## config.mk

```make
export PLATFORM = sky130hd
export DESIGN_NAME = ifetch_queue
export DESIGN_NICKNAME = d
export VERILOG_FILES = /design/src/rtl/ifetch_queue.sv
export SDC_FILE = /design/constraint.sdc
export NUM_CORES = 1
export LEC_CHECK = 0
export CAP_MARGIN = 20
export CORE_MARGIN = 1.5
export CORE_UTILIZATION = 35
export DETAILED_ROUTE_END_ITERATION = 10
export GPL_ROUTABILITY_DRIVEN = 1
export MAX_ROUTING_LAYER = met4
export RECOVER_POWER = 100
export SKIP_LAST_GASP = 1
export SLEW_MARGIN = 10
export SYNTH_ARGS = -nofsm -noshare
export SYNTH_HDL_FRONTEND = slang
export SYNTH_SLANG_ARGS = --single-unit
```

## constraint.sdc

```tcl
create_clock -name clk -period 14.09 [get_ports clk]
set_input_delay 2.818 -clock clk [delete_from_list [all_inputs] [get_ports clk]]
set_output_delay 2.818 -clock clk [all_outputs]
set_load 0.1 [all_outputs]
```

## src/rtl/ifetch_queue.sv

```systemverilog
// rtl/ifetch_queue.sv - Sequential instruction fetch driving the icache read port, with a {pc, inst} FIFO toward decode
// Optional feature macro: IFETCH_BYPASS_EN (forward a live response to decode in the same cycle when the FIFO is empty)
module ifetch_queue #(
    parameter int unsigned DEPTH    = 8,
    parameter logic [31:0] RESET_PC = 32'h1ECEB000
) (
    input  logic        clk,
    input  logic        rst,
    output logic [31:0] imem_addr,
    output logic [3:0]  imem_rmask,
    input  logic [31:0] imem_rdata,
    input  logic        imem_resp,
    input  logic        redirect,
    input  logic [31:0] redirect_pc,
    output logic        deq_valid,
    input  logic        deq_ready,
    output logic [31:0] deq_inst,
    output logic [31:0] deq_pc
);

    localparam int unsigned PTR_W = $clog2(DEPTH);
    localparam int unsigned CNT_W = PTR_W + 1;
    localparam logic [CNT_W-1:0] DEPTH_C = CNT_W'(DEPTH);

    typedef enum logic [1:0] {
        ST_IDLE    = 2'd0,
        ST_WAIT    = 2'd1,
        ST_DISCARD = 2'd2
    } state_t;

    state_t             state_q, state_d;
    logic [31:0]        fetch_pc_q, fetch_pc_d;
    logic [31:0]        req_addr_q, req_addr_d;
    logic [CNT_W-1:0]   count_q, count_d;
    logic [PTR_W-1:0]   wr_ptr_q, wr_ptr_d;
    logic [PTR_W-1:0]   rd_ptr_q, rd_ptr_d;

    logic [31:0]        pc_mem   [DEPTH];
    logic [31:0]        inst_mem [DEPTH];

    logic               fifo_valid;
    logic               resp_live;
    logic               bypass_hit;
    logic               push;
    logic               pop;
    logic               issue;
    logic [31:0]        issue_addr;
    logic [31:0]        pc_plus4;
    logic [CNT_W-1:0]   count_next;

    // FIFO bookkeeping: who pushes, who pops, and the occupancy after this cycle
    always_comb begin
        fifo_valid = (count_q != '0);
        pc_plus4   = fetch_pc_q + 32'd4;
        resp_live  = (state_q == ST_WAIT) && imem_resp && !redirect && !rst;
        bypass_hit = 1'b0;
`ifdef IFETCH_BYPASS_EN
        bypass_hit = resp_live && !fifo_valid;
`endif
        pop        = fifo_valid && deq_ready && !redirect && !rst;
        // A bypassed response that decode takes immediately never occupies a slot
        push       = resp_live && !(bypass_hit && deq_ready);
        count_next = count_q + {{PTR_W{1'b0}}, push} - {{PTR_W{1'b0}}, pop};
    end

    // Fetch FSM: issue decisions, fetch_pc advance, redirect handling and pointer updates
    always_comb begin
        state_d    = state_q;
        fetch_pc_d = fetch_pc_q;
        req_addr_d = req_addr_q;
        count_d    = count_next;
        wr_ptr_d   = wr_ptr_q;
        rd_ptr_d   = rd_ptr_q;
        issue      = 1'b0;
        issue_addr = fetch_pc_q;

        case (state_q)
            ST_IDLE: begin
                // Issue only if the eventual response is guaranteed a slot
                if (!redirect && (count_next < DEPTH_C)) begin
                    issue      = 1'b1;
                    issue_addr = fetch_pc_q;
                    state_d    = ST_WAIT;
                end
            end
            ST_WAIT: begin
                if (redirect) begin
                    // A response already in flight must still be absorbed before fetching anew
                    state_d = imem_resp ? ST_IDLE : ST_DISCARD;
                end else if (imem_resp) begin
                    fetch_pc_d = pc_plus4;
                    if (count_next < DEPTH_C) begin
                        issue      = 1'b1;
                        issue_addr = pc_plus4;
                    end else begin
                        state_d = ST_IDLE;
                    end
                end
            end
            ST_DISCARD: begin
                if (imem_resp) begin
                    state_d = ST_IDLE;
                end
            end
            default: begin
                state_d = ST_IDLE;
            end
        endcase

        if (issue) begin
            req_addr_d = issue_addr;
        end

        if (redirect) begin
            fetch_pc_d = redirect_pc & 32'hFFFF_FFFC;
            count_d    = '0;
            wr_ptr_d   = '0;
            rd_ptr_d   = '0;
        end else begin
            if (push) begin
                wr_ptr_d = wr_ptr_q + 1'b1;
            end
            if (pop) begin
                rd_ptr_d = rd_ptr_q + 1'b1;
            end
        end
    end

    // Icache request: held for the outstanding address, dropped in the response cycle unless a new one issues
    always_comb begin
        imem_rmask = 4'h0;
        imem_addr  = issue ? issue_addr : req_addr_q;
        if (rst) begin
            imem_addr = RESET_PC;
        end else if (issue || ((state_q != ST_IDLE) && !imem_resp)) begin
            imem_rmask = 4'hF;
        end
    end

    // Decode-side head: FIFO head, or the live response when bypassing into an empty FIFO
    always_comb begin
        deq_valid = 1'b0;
        deq_inst  = 32'h0;
        deq_pc    = 32'h0;
        if (!rst && !redirect) begin
            if (fifo_valid) begin
                deq_valid = 1'b1;
                deq_inst  = inst_mem[rd_ptr_q];
                deq_pc    = pc_mem[rd_ptr_q];
            end else if (bypass_hit) begin
                deq_valid = 1'b1;
                deq_inst  = imem_rdata;
                deq_pc    = fetch_pc_q;
            end
        end
    end

    // Control state registers with synchronous reset
    always_ff @(posedge clk) begin
        if (rst) begin
            state_q    <= ST_IDLE;
            fetch_pc_q <= RESET_PC;
            req_addr_q <= RESET_PC;
            count_q    <= '0;
            wr_ptr_q   <= '0;
            rd_ptr_q   <= '0;
        end else begin
            state_q    <= state_d;
            fetch_pc_q <= fetch_pc_d;
            req_addr_q <= req_addr_d;
            count_q    <= count_d;
            wr_ptr_q   <= wr_ptr_d;
            rd_ptr_q   <= rd_ptr_d;
        end
    end

    // FIFO storage; reads are qualified by count so the array needs no reset
    always_ff @(posedge clk) begin
        if (push) begin
            pc_mem[wr_ptr_q]   <= fetch_pc_q;
            inst_mem[wr_ptr_q] <= imem_rdata;
        end
    end

endmodule

```

**Word level (Yosys, flattened, before mapping)**

Memory sizes are Yosys's and may differ from the RTL's. A register that Yosys moved wholly into a read port is not among the register bits.
Cells that the tools add are included.

- Shift operators: 0
- Eq/ne operators: 6
- Multipliers: 0
- Bitwise logic cells: 0
- $add $sub $neg: 5
- Order comparisons: 1
- Muxes and demuxes: 35
- Reduce and logical (&&, ||, !) cells: 22
- Div/mod/pow operators: 0

Operator list:

| operator | count |
|---|---|
| two-way mux 32 bit | 13 |
| adder 32 x 3 -> 32 bit (second input constant) | 1 |
| two-way mux 2 bit | 6 |
| two-way mux 3 bit | 4 |
| logical AND 1 bit | 9 |
| two-way mux 1 bit | 8 |
| two-way mux 4 bit | 2 |
| adder 3 x 1 -> 3 bit (second input constant) | 2 |
| != test 3 bit (second input constant) | 2 |
| one-hot mux 2 bit (3 select lines) | 1 |
| nonzero test 2 bit | 3 |
| adder 4 x 1 -> 4 bit | 1 |
| < comparator 4 bit (second input constant) | 1 |
| != test 2 bit (second input constant) | 2 |
| AND reduction 2 bit | 2 |
| AND reduction 4 bit | 1 |
| nonzero test 4 bit | 1 |
| subtractor 4 x 1 -> 4 bit | 1 |
| zero test 1 bit | 3 |
| == test 2 x 1 -> 1 bit (second input constant) | 1 |
| == test 2 bit (second input constant) | 1 |
| zero test 2 bit | 1 |
| one-hot mux 1 bit (2 select lines) | 1 |
| OR reduction 2 bit | 1 |
| logical OR 1 bit | 1 |

- ROM bits: 0
- Logic and storage cells: 78
- RAM bits: 512
- Memories: 2
- Output and inout port bits: 101
- Bits in latches: 0
- Register bits after elaboration: 76

Memory list:

| name | depth | bits a word | read ports | clocked after Yosys merged registers in | write ports | line | source |
|---|---|---|---|---|---|---|---|
| inst_mem | 8 | 32 | 1 | 1 | 1 | 39 | `logic [31:0] inst_mem [DEPTH];` |
| pc_mem | 8 | 32 | 1 | 1 | 1 | 38 | `logic [31:0] pc_mem [DEPTH];` |

**Longest topological paths before layout**

Gate-level depths: netlist of the first run.

- Depth after elaboration: 14
- Depth in mapped cells: 16
- Depth with buffers taken out: 13

**Worst setup path after synthesis of the first run**

OpenSTA, ideal clock, no wires.

- Kind: input port to output port
- Start: input redirect
- End: output imem_addr[10]
- Arrival: 7.984 ns
- Required time: 11.272 ns
- Setup slack: 3.288 ns
- Buffers on the path: 3
- Cell stages on the path: 14
- Path through: buf_2 nor2_2 nand2_1 inv_1 nand2_1 xnor2_1 ha_1 nand3_1 a21oi_1 o21a_1 buf_2 buf_2 nor2_1 a211oi_1

- Cells in the longest elaborated chain, start to end: 12
- Elaborated cells on any way between the ends: 20

RTL lines:

| what | line | source |
|---|---|---|
| from (decl) | 13 | `input logic redirect,` |
| zero test 1 bit | 55, 60, 80 |  |
| logical AND 1 bit (2 in series) | 55 | `resp_live = (state_q == ST_WAIT) && imem_resp && !redirect && !rst;` |
| adder 4 x 1 -> 4 bit | 63 | `count_next = count_q + {{PTR_W{1'b0}}, push} - {{PTR_W{1'b0}}, pop};` |
| subtractor 4 x 1 -> 4 bit | 63 |  |
| < comparator 4 bit | 80, 92 |  |
| two-way mux 1 bit / two-way mux 32 bit (equally long branches) | 92 | `if (count_next < DEPTH_C) begin` |
| two-way mux 1 bit / two-way mux 32 bit (equally long branches) | 90 | `end else if (imem_resp) begin` |
| two-way mux 1 bit / two-way mux 32 bit (equally long branches) | 87 | `if (redirect) begin` |
| one-hot mux 1 bit (2 select lines) / two-way mux 32 bit (equally long branches) | n/a |  |
| two-way mux 32 bit * | 132 | `imem_addr = issue ? issue_addr : req_addr_q;` |
| two-way mux 32 bit * | 133 | `if (rst) begin` |
| to (decl) | 9 | `output logic [31:0] imem_addr,` |

Every way passes the cells marked *; elsewhere a longest branch is shown, timed or not.

**Worst setup path in the final report of the first run**

- Start: input redirect
- End: output imem_addr[14]

Same word-level chain as after synthesis.

==> reports/results.txt, run 1 <==
CP required: 11.27 ns
endpoints failing setup: 0
Worst Path Class, Setup: in2out
Adder-Cell Fraction of Synth Area: 0.004764
Post-synth EDFFs: 496
CTS max path bufs: 3
Num CTS Buffers: 59
Initial Util: 0.3561
# IOs: 170
reg2reg path depth: 5
Leak: 8.427 nW
row cnt: 92
Area growth syn-to-layout: 19.34%
post-layout util: 0.4250
Worst Hold Depth: 2
Rel. slew slack: -1.910
Buffers & Inverters on Critical Path: 5
post-synthesis sequential area ratio: 0.7276
PwrDens: 130.8 mW/mm^2
ys async rst share: 0
minimum clock period: 12.29 ns
RSZ-0062 raised after global routing: false
Most common cell on crit path: dlygate4sd3_1
layout cells sized above 1: 0.1567
Via density: 5.107
commonest non-fill, non-tap cell in the layout: edfxtp_1
cts repair resizes: 0
Port-buffer cells: 165
first-pass GRT wire length: 76250 um
clock sinks: 573
Post-Syn Area: 0.02259 mm^2
pre-CTS setup slack: 2.373 ns
initial antenna violation count: 1
HP Class: reg2reg
PnR worst setup slack: 1.804 ns
Core Area: 0.06343 mm^2
Slowest-stage cell, CP: dlygate4sd3_1
Filler Cell Count: 5604
final wirelength: 50950 um
postcts setup bufs: 0
Max VDD drop: 0.09496 mV
setup TNS: 0 ns
First-pass DRT Iterations: 5
Post-Synthesis Cells: 1257
crit path capture type: primary output
# hold bufs at CTS: 0
via count: 11890
First DRT Iteration DRCs: 820
type of origin of the critical path: primary input
most common flop cell mapped by yosys: edfxtp_1
status: complete, but fails checks
Reg clk slew, reported paths: 0.06 ns
DR DRC count: 0
GRT Overall Usage: 0.1582
fin crit share: 0.8720
Final Slew Violations: 424
proportion of synthesized area in mux cells: 0.1524
Max-cap violations: 10
overall power: 3.526 mW
WP depth: 15
GPL Wtd Cong: 0.8028
grt ovf: 0
routed len/inst: 21.88 um
Worst Tran Pin Value: 4.365 ns
Final Hold Fails: 0
Synth Register Bits: 573
largest delay contributor family on the critical path: buffers and inverters
Syn. warnings: 0
failing checks: capacitance limit, slew limit
Die X: 257.0 um
Post-Synth Simple-Gate Area: 0.05872
dpl hpwl: 28620 um
most frequent cells in the layout: edfxtp_1, dlygate4sd3_1, mux4_2, nor2_1, dfxtp_1
post-synthesis xor/xnor area fraction: 0.01241
Final nets: 1510
dpl cell area: 0.02521 mm^2
Crit Path Max Fanout: 63
combinational family with the most area after synthesis: multiplexers
synthesized area per cell: 17.97 um^2
largest net degree at the start of global routing: 64
clock skew: 0.02057 ns
post-synth cell types: 59
Chip Height: 257.0 um
Worst EP arrival: 9.47 ns
H-tree level count: 2
complex-gate fraction of the synthesized area: 0.02626
vias in the first global route: 12510
worst skew pair latency: 0.62 ns
crit path cell chain: dlygate4sd3_1 -> clkbuf_1 -> nor2_2 -> nand2_4 -> inv_1 -> nand2_1 -> xnor2_1 -> ha_1 -> nand3_1 -> a21oi_1 -> o21a_1 -> buf_4 -> nor2_1 -> a211oi_1 -> dlygate4sd3_1
Max Clk Rate: 81.39 MHz
Design Area, Final: 0.02696 mm^2
root buffer selected by CTS: clkbuf_16
die area: 0.06607 mm^2
CP max stage delay: 1.25 ns
Final ANT Viol Nets: 0
CTS tree: done
[registers in the layout, summed over array words and instances, names as in the netlist, named ones only]
register / count
rd_ptr_q: 3
req_addr_q: 32
inst_mem: 256
fetch_pc_q: 30
pc_mem: 240
state_q: 2
wr_ptr_q: 3
count_q: 4
[cell usage after synthesis, drive strengths merged (3+ instances only)]
master  instances  share of area
nor3           29         0.0071
inv            18         0.0030
buf            36         0.0083
nor4b           4         0.0016
nand4          18         0.0050
o211ai          5         0.0017
a211oi         16         0.0055
clkbuf         38         0.0064
nor3b           4         0.0013
or2             3        0.00083
o21ai          11         0.0024
nor4           14         0.0061
xor2           16         0.0062
dfxtp          77          0.068
nand2          50         0.0083
mux2i          65          0.029
nand3          16         0.0035
mux4          124           0.12
ha              7         0.0039
a21oi          42         0.0093
xnor2          16         0.0062
nor2          115          0.019
edfxtp        496           0.66
and2            4         0.0011
[area by class of cell]
cell class	instances	area, um^2	share of cell area
sequential	573	16450	0.6101
multi-input combinational	593	5718	0.2121
timing repair buffer	188	1764	0.06544
clock buffer	75	1628	0.06039
tap	846	1059	0.03927
clock inverter	34	269.0	0.009979
inverter	18	67.56	0.002506
antenna	2	5.005	0.0001857
[logic make-up after synthesis]
family	count (synthesis)
DFF	573
adders and majority gates	8
AOI/OAI and AO/OA	93
other	1
muxes	189
xor gates and xnor gates	32
and+or+nand+nor	269
buffers and inverters	92
[per-layer routing]
layer | share of wire | global-route usage | routed length (um)
met1 | 0.44 | 0.2044 | 22570
met2 | 0.49 | 0.2606 | 25110
met3 | 0.045 | 0.02374 | 2274
met4 | 0.020 | 0.04346 | 996
met5 | 0 | - | 0
[where the power goes]
group / internal (mW) / total, mW / switching, mW
clock network: 0.869 / 1.51 / 0.645
logic: 0.0384 / 0.134 / 0.0951
registers: 1.86 / 1.88 / 0.0226
total: 2.76 / 3.53 / 0.763
[per-stage QoR]
stage               hold slack, ns  cells
floorplan                   0.4622   1258
global placement            0.4408   2218
detailed placement          0.4434   2218
CTS                         0.4588   2327
global route                0.4797   2328
finish                      0.4599   2329
[worst paths after layout]
path	start	endpoint	slack (ns)
setup / recovery	redirect	imem_addr[14]	1.80
hold / removal	req_addr_q[8]	req_addr_q[8]	0.46
setup reg to reg	state_q[1]	pc_mem[7][16]	7.72
hold reg to reg	req_addr_q[8]	req_addr_q[8]	0.46
[worst reg2reg max path, delay by kind of cell, from the launching register on]
kind          cells  cell delay (ns)
simple gates      4             2.98
flops             1             0.41
buf+inv           1             2.50
No activity file was read; power rests on OpenSTA's default activity.
==> inputs of run 2 (changes only) <==
==> constraint.sdc (replaced) <==
create_clock -name clk -period 13.75 [get_ports clk]
set_input_delay 2.75 -clock clk [delete_from_list [all_inputs] [get_ports clk]]
set_output_delay 2.75 -clock clk [all_outputs]
set_load 0.1 [all_outputs]
==> run 2 against run 1 <==
The run still ends with capacitance limit, slew limit left; sequential power grew 2%; first-iteration DRC count shrank 8.0%; combinational power is essentially flat; register-to-register slack lost 0.36 ns; hold slack gained 0.0031 ns; clock skew grew 0.0032 ns; worst setup slack lost 0.087 ns; cell area grew 0.40%; via count is essentially flat.
==> reports/results.txt, run 2 (synthesis gave the netlist of run 1 again) <==
status: complete, but fails checks
failing checks: capacitance limit, slew limit
Via density: 5.106
Reg clk slew, reported paths: 0.06 ns
First DRT Iteration DRCs: 754
setup TNS: 0 ns
Buffers & Inverters on Critical Path: 6
type of origin of the critical path: primary input
Max-cap violations: 9
CTS max path bufs: 3
largest net degree at the start of global routing: 70
Final Hold Fails: 0
layout cells sized above 1: 0.1558
Regs by FF count: inst_mem x256, pc_mem x240, req_addr_q x32
CTS tree: done
Inst Count DP: 2218
worst skew pair latency: 0.62 ns
Final Non-Filler Cells: 2331
via count: 11900
Reg with most FFs: inst_mem
Rel. slew slack: -1.987
WP depth: 16
RSZ-0062 raised after global routing: false
Worst Hold Depth: 1
P_sw: 790.7 uW
root buffer selected by CTS: clkbuf_16
Clk pwr share: 0.440
reg2reg path depth: 5
Max VDD drop: 0.09581 mV
Core Area: 0.06343 mm^2
clock skew: 0.02372 ns
Final Slew Violations: 407
# hold bufs at CTS: 0
# IOs: 170
Worst Tran Pin Value: 4.481 ns
fin crit share: 0.8752
Final nets: 1512
Sw Share: 0.2149
Area growth syn-to-layout: 19.83%
largest delay contributor family on the critical path: buffers and inverters
crit path cell chain: dlygate4sd3_1 -> clkbuf_1 -> nor2_2 -> nand2_4 -> buf_4 -> inv_1 -> nand2_1 -> xnor2_1 -> ha_1 -> nand3_1 -> a21oi_1 -> o21a_1 -> buf_4 -> nor2_1 -> a211oi_1 -> dlygate4sd3_1
DR DRC count: 0
crit path capture type: primary output
commonest non-fill, non-tap cell in the layout: edfxtp_1
Slowest-stage cell, CP: dlygate4sd3_1
PwrDens: 135.9 mW/mm^2
Comb power frac: 0.037
clock sinks: 573
max FFs per register: 256
routed len/inst: 21.92 um
die area: 0.06607 mm^2
Worst Path Class, Setup: in2out
dpl hpwl: 28550 um
cts repair resizes: 0
first-pass GRT wire length: 77210 um
final wirelength: 51110 um
HP Class: reg2reg
row cnt: 92
Chip Height: 257.0 um
overall power: 3.680 mW
Crit Path Max Fanout: 63
CP required: 11.00 ns
Initial Util: 0.3561
Port-buffer cells: 165
vias in the first global route: 12520
Pint: 2.889 mW
GRT Overall Usage: 0.1598
Leak: 8.494 nW
grt ovf: 0
GPL Wtd Cong: 0.8005
CP max stage delay: 1.25 ns
initial antenna violation count: 1
Final ANT Viol Nets: 0
Num CTS Buffers: 60
postcts setup bufs: 0
most frequent cells in the layout: edfxtp_1, dlygate4sd3_1, mux4_2, nor2_1, dfxtp_1
endpoints failing setup: 0
Max Clk Rate: 83.10 MHz
H-tree level count: 2
minimum clock period: 12.03 ns
First-pass DRT Iterations: 5
Worst EP arrival: 9.28 ns
Reg power frac: 0.523
Die X: 257.0 um
[run 2: cell types whose count changed in the layout (fill, tap and decap cells not counted), sizes merged]
cell,delta
buf,+1
clkbuf,+2
clkinvlp,-6
clkinv,-3
bufinv,+2
inv,+6
[run 2: worst reg2reg max path, delay by kind of cell (launching register included)]
family / cells / cell delay (ns)
flip-flops: 1 / 0.40
buffers and inverters: 1 / 2.56
AND/OR/NAND/NOR: 4 / 2.92
[run 2: layout make-up]
type | count | area [um^2]
antenna | 2 | 5.005
clock buffer | 77 | 1659
clock inverter | 33 | 324.1
fill | 5652 | 36360
inverter | 18 | 67.56
multi-input combinational | 593 | 5713
sequential | 573 | 16450
tap | 846 | 1059
timing repair buffer | 189 | 1792
[run 2: worst paths after layout]
kind / to / startpoint / slack (ns)
min reg2reg: req_addr_q[0] / req_addr_q[0] / 0.46
max: imem_addr[14] / redirect / 1.72
max reg2reg: pc_mem[7][16] / state_q[1] / 7.36
min: req_addr_q[0] / req_addr_q[0] / 0.46
[run 2: power by group through the flow]
stage	registers, mW	logic (mW)	clock network [mW]
floorplan	1.95	0.0913	0
global placement	1.96	0.141	0
detailed placement	1.96	0.142	0
CTS	1.92	0.143	1.66
global route	1.93	0.146	1.73
finish	1.92	0.137	1.62
[run 2: stage by stage]
step	hold slack, ns	area (um^2)	util	setup slack [ns]
final	0.4630	27070	0.4267	1.716
after global routing	0.4829	27060	0.4267	1.154
after CTS	0.4580	27190	0.4287	2.435
after detailed placement	0.4434	25210	0.3974	2.487
after global placement	0.4398	25210	0.3974	2.573
after floorplan	0.4622	22590	-	3.084
[run 2: layer usage]
| metal | track usage | part of all wire |
|---|---|---|
| met5 | - | 0 |
| met4 | 0.03546 | 0.017 |
| met3 | 0.02876 | 0.042 |
| met2 | 0.2612 | 0.49 |
| met1 | 0.2083 | 0.45 |
